===== config.mk =====
export PLATFORM = sky130hd
export DESIGN_NAME = dmem_arbiter
export DESIGN_NICKNAME = d
export VERILOG_FILES = /design/src/rtl/dmem_arbiter.sv
export SDC_FILE = /design/constraint.sdc
export NUM_CORES = 1
export LEC_CHECK = 0
export CORE_AREA = 3 3 115 117
export CTS_BUF_LIST = sky130_fd_sc_hd__clkbuf_16
export DETAILED_ROUTE_END_ITERATION = 8
export DIE_AREA = 0 0 118 120
export GPL_TIMING_DRIVEN = 0
export PLACE_DENSITY = 0.82
export SYNTH_ARGS = -nofsm -noshare
export SYNTH_HDL_FRONTEND = slang
export SYNTH_SLANG_ARGS = --single-unit

===== constraint.sdc =====
create_clock -name CLK -period 1.9 [get_ports CLK]
set_clock_uncertainty 0.05 [all_clocks]
set_input_delay 0.19 -clock CLK [delete_from_list [all_inputs] [get_ports CLK]]
set_output_delay 0.19 -clock CLK [all_outputs]
set_load 0.01 [all_outputs]

===== src/rtl/dmem_arbiter.sv =====
// dmem_arbiter: shares the single data-memory port between the core and a DMA/loader master
module dmem_arbiter #(
    parameter int DATA_WIDTH   = 32,
    parameter int ADDR_WIDTH   = 32,
    parameter int STARVE_LIMIT = 4,
    parameter int MAX_BURST    = 8
) (
    input  logic                  CLK,
    input  logic                  rst,
    input  logic                  core_req,
    input  logic                  core_we,
    input  logic [ADDR_WIDTH-1:0] core_addr,
    input  logic [DATA_WIDTH-1:0] core_wdata,
    output logic                  core_gnt,
    output logic [DATA_WIDTH-1:0] core_rdata,
    output logic                  core_stall,
    input  logic                  dma_req,
    input  logic                  dma_we,
    input  logic [ADDR_WIDTH-1:0] dma_addr,
    input  logic [DATA_WIDTH-1:0] dma_wdata,
    input  logic                  dma_burst,
    output logic                  dma_gnt,
    output logic                  dma_rvalid,
    output logic [DATA_WIDTH-1:0] dma_rdata,
    output logic                  mem_we,
    output logic [ADDR_WIDTH-1:0] mem_addr,
    output logic [DATA_WIDTH-1:0] mem_wdata,
    input  logic [DATA_WIDTH-1:0] mem_rdata
);
    localparam int SW = $clog2(STARVE_LIMIT + 1);
    localparam int BW = $clog2(MAX_BURST + 1);
    localparam logic [SW-1:0] STARVE_MAX = SW'(STARVE_LIMIT);
    localparam logic [BW-1:0] LAST_BEAT = BW'(MAX_BURST - 1);
    localparam bit CAN_BURST = MAX_BURST > 1;

    typedef enum logic {CORE_PRI, DMA_BURST} state_t;

    state_t        state, state_next;
    logic [SW-1:0] starve_cnt, starve_next;
    logic [BW-1:0] burst_cnt, burst_next;
    logic          burst_end;

    // arbitration state register
    always_ff @(posedge CLK or negedge rst) begin
        if (!rst) state <= CORE_PRI;
        else state <= state_next;
    end

    // a burst ends when DMA drops, declines to continue, or completes its last allowed beat
    always_comb begin
        burst_end  = !dma_req || (dma_gnt && (!dma_burst || burst_cnt == LAST_BEAT));
        state_next = state;
        if (state == CORE_PRI) state_next = (dma_gnt && dma_burst && CAN_BURST) ? DMA_BURST : CORE_PRI;
        else state_next = burst_end ? CORE_PRI : DMA_BURST;
    end

    // grants (none while reset is held), stall and memory port mux
    always_comb begin
        dma_gnt    = rst && dma_req && (state == DMA_BURST || !core_req || starve_cnt == STARVE_MAX);
        core_gnt   = rst && core_req && !dma_gnt;
        core_stall = core_req && !core_gnt;
        mem_we     = (core_gnt && core_we) || (dma_gnt && dma_we);
        mem_addr   = dma_gnt ? dma_addr : core_addr;
        mem_wdata  = dma_gnt ? dma_wdata : core_wdata;
        core_rdata = mem_rdata;
    end

    // starvation and burst-length counters for the next cycle
    always_comb begin
        starve_next = (dma_gnt || !dma_req) ? '0 : (starve_cnt == STARVE_MAX ? starve_cnt : starve_cnt + 1'b1);
        if (state == DMA_BURST) burst_next = burst_end ? '0 : burst_cnt + 1'b1;
        else burst_next = (state_next == DMA_BURST) ? BW'(1) : '0;
    end

    // counters and the one-cycle-late DMA read return
    always_ff @(posedge CLK or negedge rst) begin
        if (!rst) begin
            starve_cnt <= '0;
            burst_cnt  <= '0;
            dma_rvalid <= 1'b0;
            dma_rdata  <= '0;
        end else begin
            starve_cnt <= starve_next;
            burst_cnt  <= burst_next;
            dma_rvalid <= dma_gnt && !dma_we;
            if (dma_gnt && !dma_we) dma_rdata <= mem_rdata;
        end
    end
endmodule


==> results of run 1 <==
[power groups by stage]
stage	registers, mW	logic (mW)	clock network, mW
6_report	1.14	1.87	0.788
5_1_grt	1.17	1.97	0.853
4_1_cts	1.15	1.72	0.821
3_5_place_dp	1.16	1.73	0
3_3_place_gp	1.14	1.71	0
2_1_floorplan	1.23	0.550	0
[worst max-delay path: cells and delay by family (launching register included)]
kind	cells	cell delay [ns]
buffers and inverters	4	0.53
DFF	1	0.40
muxes	1	0.30
AOI/OAI and AO/OA	1	0.24
adders and majority gates	1	0.14
and+or+nand+nor	1	0.05
[logic make-up (layout without fill, tap and decap cells)]
kind of cell             after synthesis  in the layout
multiplexers                          98             98
adder cells (fa/ha/maj)                3              3
AO/OA/AOI/OAI                          8              8
buffers and inverters                 48            381
AND/OR/NAND/NOR                       13             13
XOR/XNOR                               3              3
flip-flops                            41             41
[cells in the mapped netlist]
cell / n
o2111a_1: 2
nor2_1: 2
nand3b_1: 1
buf_4: 32
o22ai_1: 1
ha_1: 3
inv_1: 5
mux2_1: 2
o2111ai_1: 1
nand2b_1: 1
a21boi_0: 1
nand2_1: 2
nor2b_2: 1
mux2_4: 60
a21o_1: 1
dfrtp_1: 41
xnor2_1: 1
o21ai_0: 1
nand4b_1: 1
xor2_1: 2
a211oi_4: 1
nand3_1: 1
mux2_2: 36
buf_6: 11
and3_1: 4
[layer usage]
layer  global-route usage [%]  vias up  part of all wire [%]
met3                     7.40       16                    10
met1                     19.2     1450                    36
li1                         -     1392                     -
met4                     4.40        0                   1.5
met2                     32.1      177                    52
met5                        0        -                     0
[how the worst min path moves through the flow]
stage | cells after the start | end | slack (ns) | startpoint
after CTS | 4 | burst_cnt[2] | 0.39 | rst
after detailed placement | 1 | dma_rdata[7] | 0.12 | rst
after floorplan | 0 | burst_cnt[0] | -0.16 | rst
after global routing | 4 | burst_cnt[2] | 0.41 | rst
final | 4 | burst_cnt[2] | 0.41 | rst
after global placement | 1 | dma_rdata[23] | 0.44 | dma_rdata[23]
[what timing repair did]
action / CTS / global route
hold buffers: 3 / 0
setup endpoints to repair: 100 / 100
gates cloned: 3 / 4
pin swaps: 2 / 4
hold endpoints to repair: 17 / 0
gates resized for setup: 280 / 102
setup buffers: 6 / 9
[registers in the layout, indices dropped and copies added (netlist names)]
signal      cells
dma_rdata      32
dma_rvalid      1
burst_cnt       4
starve_cnt      3
state           1
[layout make-up]
cell class	instances	area, um2
fill	1074	5600
sequential	41	1030
inverter	5	21.3
clock inverter	3	11.3
clock buffer	5	125
timing repair buffer	325	3420
buffer	43	450
tap	172	215
multi-input combinational	125	1600
[metrics by stage]
stage	worst slack (ns)	instances
floorplan	0.127	214
global placement	-2.23	685
detailed placement	-0.776	686
CTS	-0.318	706
global route	-0.362	719
finish	-0.295	719
==> impl_metrics.csv, run 1 <==
group,metric,value,unit
synth,synth_xor_area_share,0.889,%
synth,syn_area_per_cell,13.8,um2
global_route,grt_pass1_wl,19.6,mm
sta,fin_tns_setup,-18.88,ns
routing,vias_per_cell,4.22,
global_route,antenna_found_initial,0,
power,power_frac_comb,49.2,%
critical_path,arrival,1.95,ns
routing,drc_errors,0,
synth,netlist_instances,214,
synth,yosys.area_share.simple,2.58,%
synth,yosys-top-cells-area,"dfrtp_1 35%, mux2_4 30%, mux2_2 14%, buf_4 8.1%, buf_6 4.2%",
sta,drv_slew,0,
critical_path,crit_required,1.66,ns
floorplan,die_w,118,um
critical_path,cp-endpoint,"mem_addr[24]",
power,internal-power,2.78,mW
status,violations,"negative setup slack",
power,power.leakage,3.19,nW
synth,yosysWarnings,0,
finish,final_util,55.1,%
finish,diodes,0,
critical_path,worstSetupEndpointType,"primary output",
critical_path,max_stage_delay,0.40,ns
critical_path,crit_slowest_cell,"dfrtp_1",
floorplan,io_pins,300,
flow_run,drv_cap,0,
routing,num_vias,3035,
floorplan,start_util,23.7,%
synth,ys_seq_area_share,34.7,%
placement,gp_congestion,0.884,
power,p_seq_share,30.1,%
cts,cts.sinks,41,
cts,cts_max_path_buffers,2,
sta,fmax,0.456,GHz
synth,synth_top_area_cell,"dfrtp_1",
synth,synthesis.nets,384,
sta,timing.hold.ws,0.408,ns
synth,synth_adder_area_share,1.27,%
cts,path_clk_slew,0.06,ns
power,p_per_area,554,mW/mm2
floorplan,die_h,120,um
finish,finalInstanceArea,0.00686,mm2
synth,synthMuxAreaShare,45.0,%
sta,fin_crit_sh,116,%
floorplan,std_cell_rows,41,
floorplan,die_area,0.0142,mm2
floorplan,core-area,0.0125,mm2
critical_path,r2r_cells,8,
sta,worst_pin_slew,0.817,ns
routing,dr.pass1.iters,4,
critical_path,worst-setup-path-type,"reg2out",
synth,synth_top_family_by_area,"multiplexers",
power,p_total,3.80,mW
synth,synth_compound_area_share,2.62,%
finish,nets,716,
finish,areaGrowthSynthToFinish,132,%
routing,ant_nets,0,
synth,synth_top_area_share,34.7,%
hold_path,holdCritPathClass,"in2reg",
cts,cts_tree,"done",
critical_path,critical_path.cell_chain,"inv_2 > ha_4 > nand2_4 > a21o_4 > buf_12 > buf_12 > mux2_4 > buf_2",
routing,initialDrtViolationCount,96,
synth,syn_area,0.00296,mm2
cts,cts_htree_levels,2,
global_route,grt_use_total,17.7,%
global_route,grt_pass1_vias,3352,
sta,finalSetupViolCount,92,
sta,rsz0062_at_grt,"yes",
critical_path,r2r-end,"dma_rdata[29]",
placement,post_dp_cell_area,0.00618,mm2
cts,cts.root.buffer_cell,"clkbuf_16",
critical_path,crit_path_frequent_cell,"buf_12",
cts,clk_latency,0.28,ns
sta,worst_slack,-0.295,ns
sta,min_period,2.19,ns
power,clockPowerShare,20.7,%
placement,hpwl,10.7,mm
critical_path,crit_path_max_fanout,10,
critical_path,cp-startpoint,"starve_cnt[1]",
synth,synth_seq_cells,41,
finish,layout_common_cells,"230 x clkdlybuf4s50_1, 62 x mux2_4, 58 x buf_6, 44 x buf_4, 41 x dfrtp_1",
critical_path,timing.rr.start,"starve_cnt[1]",
sta,maxSlewHeadroom,45.4,%
finish,final_common_cell,"clkdlybuf4s50_1",
synth,synth_cell_types,25,
routing,wl,13.6,mm
global_route,grt_max_degree,25,
power,switching_power,1.02,mW
critical_path,r2r_setup_slack,-0.08,ns
finish,drive_gt1_share,45.5,%
power,switching_share,26.8,%
power,ir_drop,0.610,mV
critical_path,cp-start-kind,"register",
global_route,gr-total-overflow,0,
placement,port_buffers,299,
cts,numCtsBuffers,5,
routing,wl_per_cell,18.9,um
status,status,"complete, but fails checks",
sta,hold_violations,0,
No activity file was read; power rests on OpenSTA's default activity.
==> run 2, diff against run 1 <==
ABC_CLOCK_PERIOD_IN_PS = 1900   (was default)
==> results of run 2 <==
Final layout, timing and power as in run 1 (identical DEF).
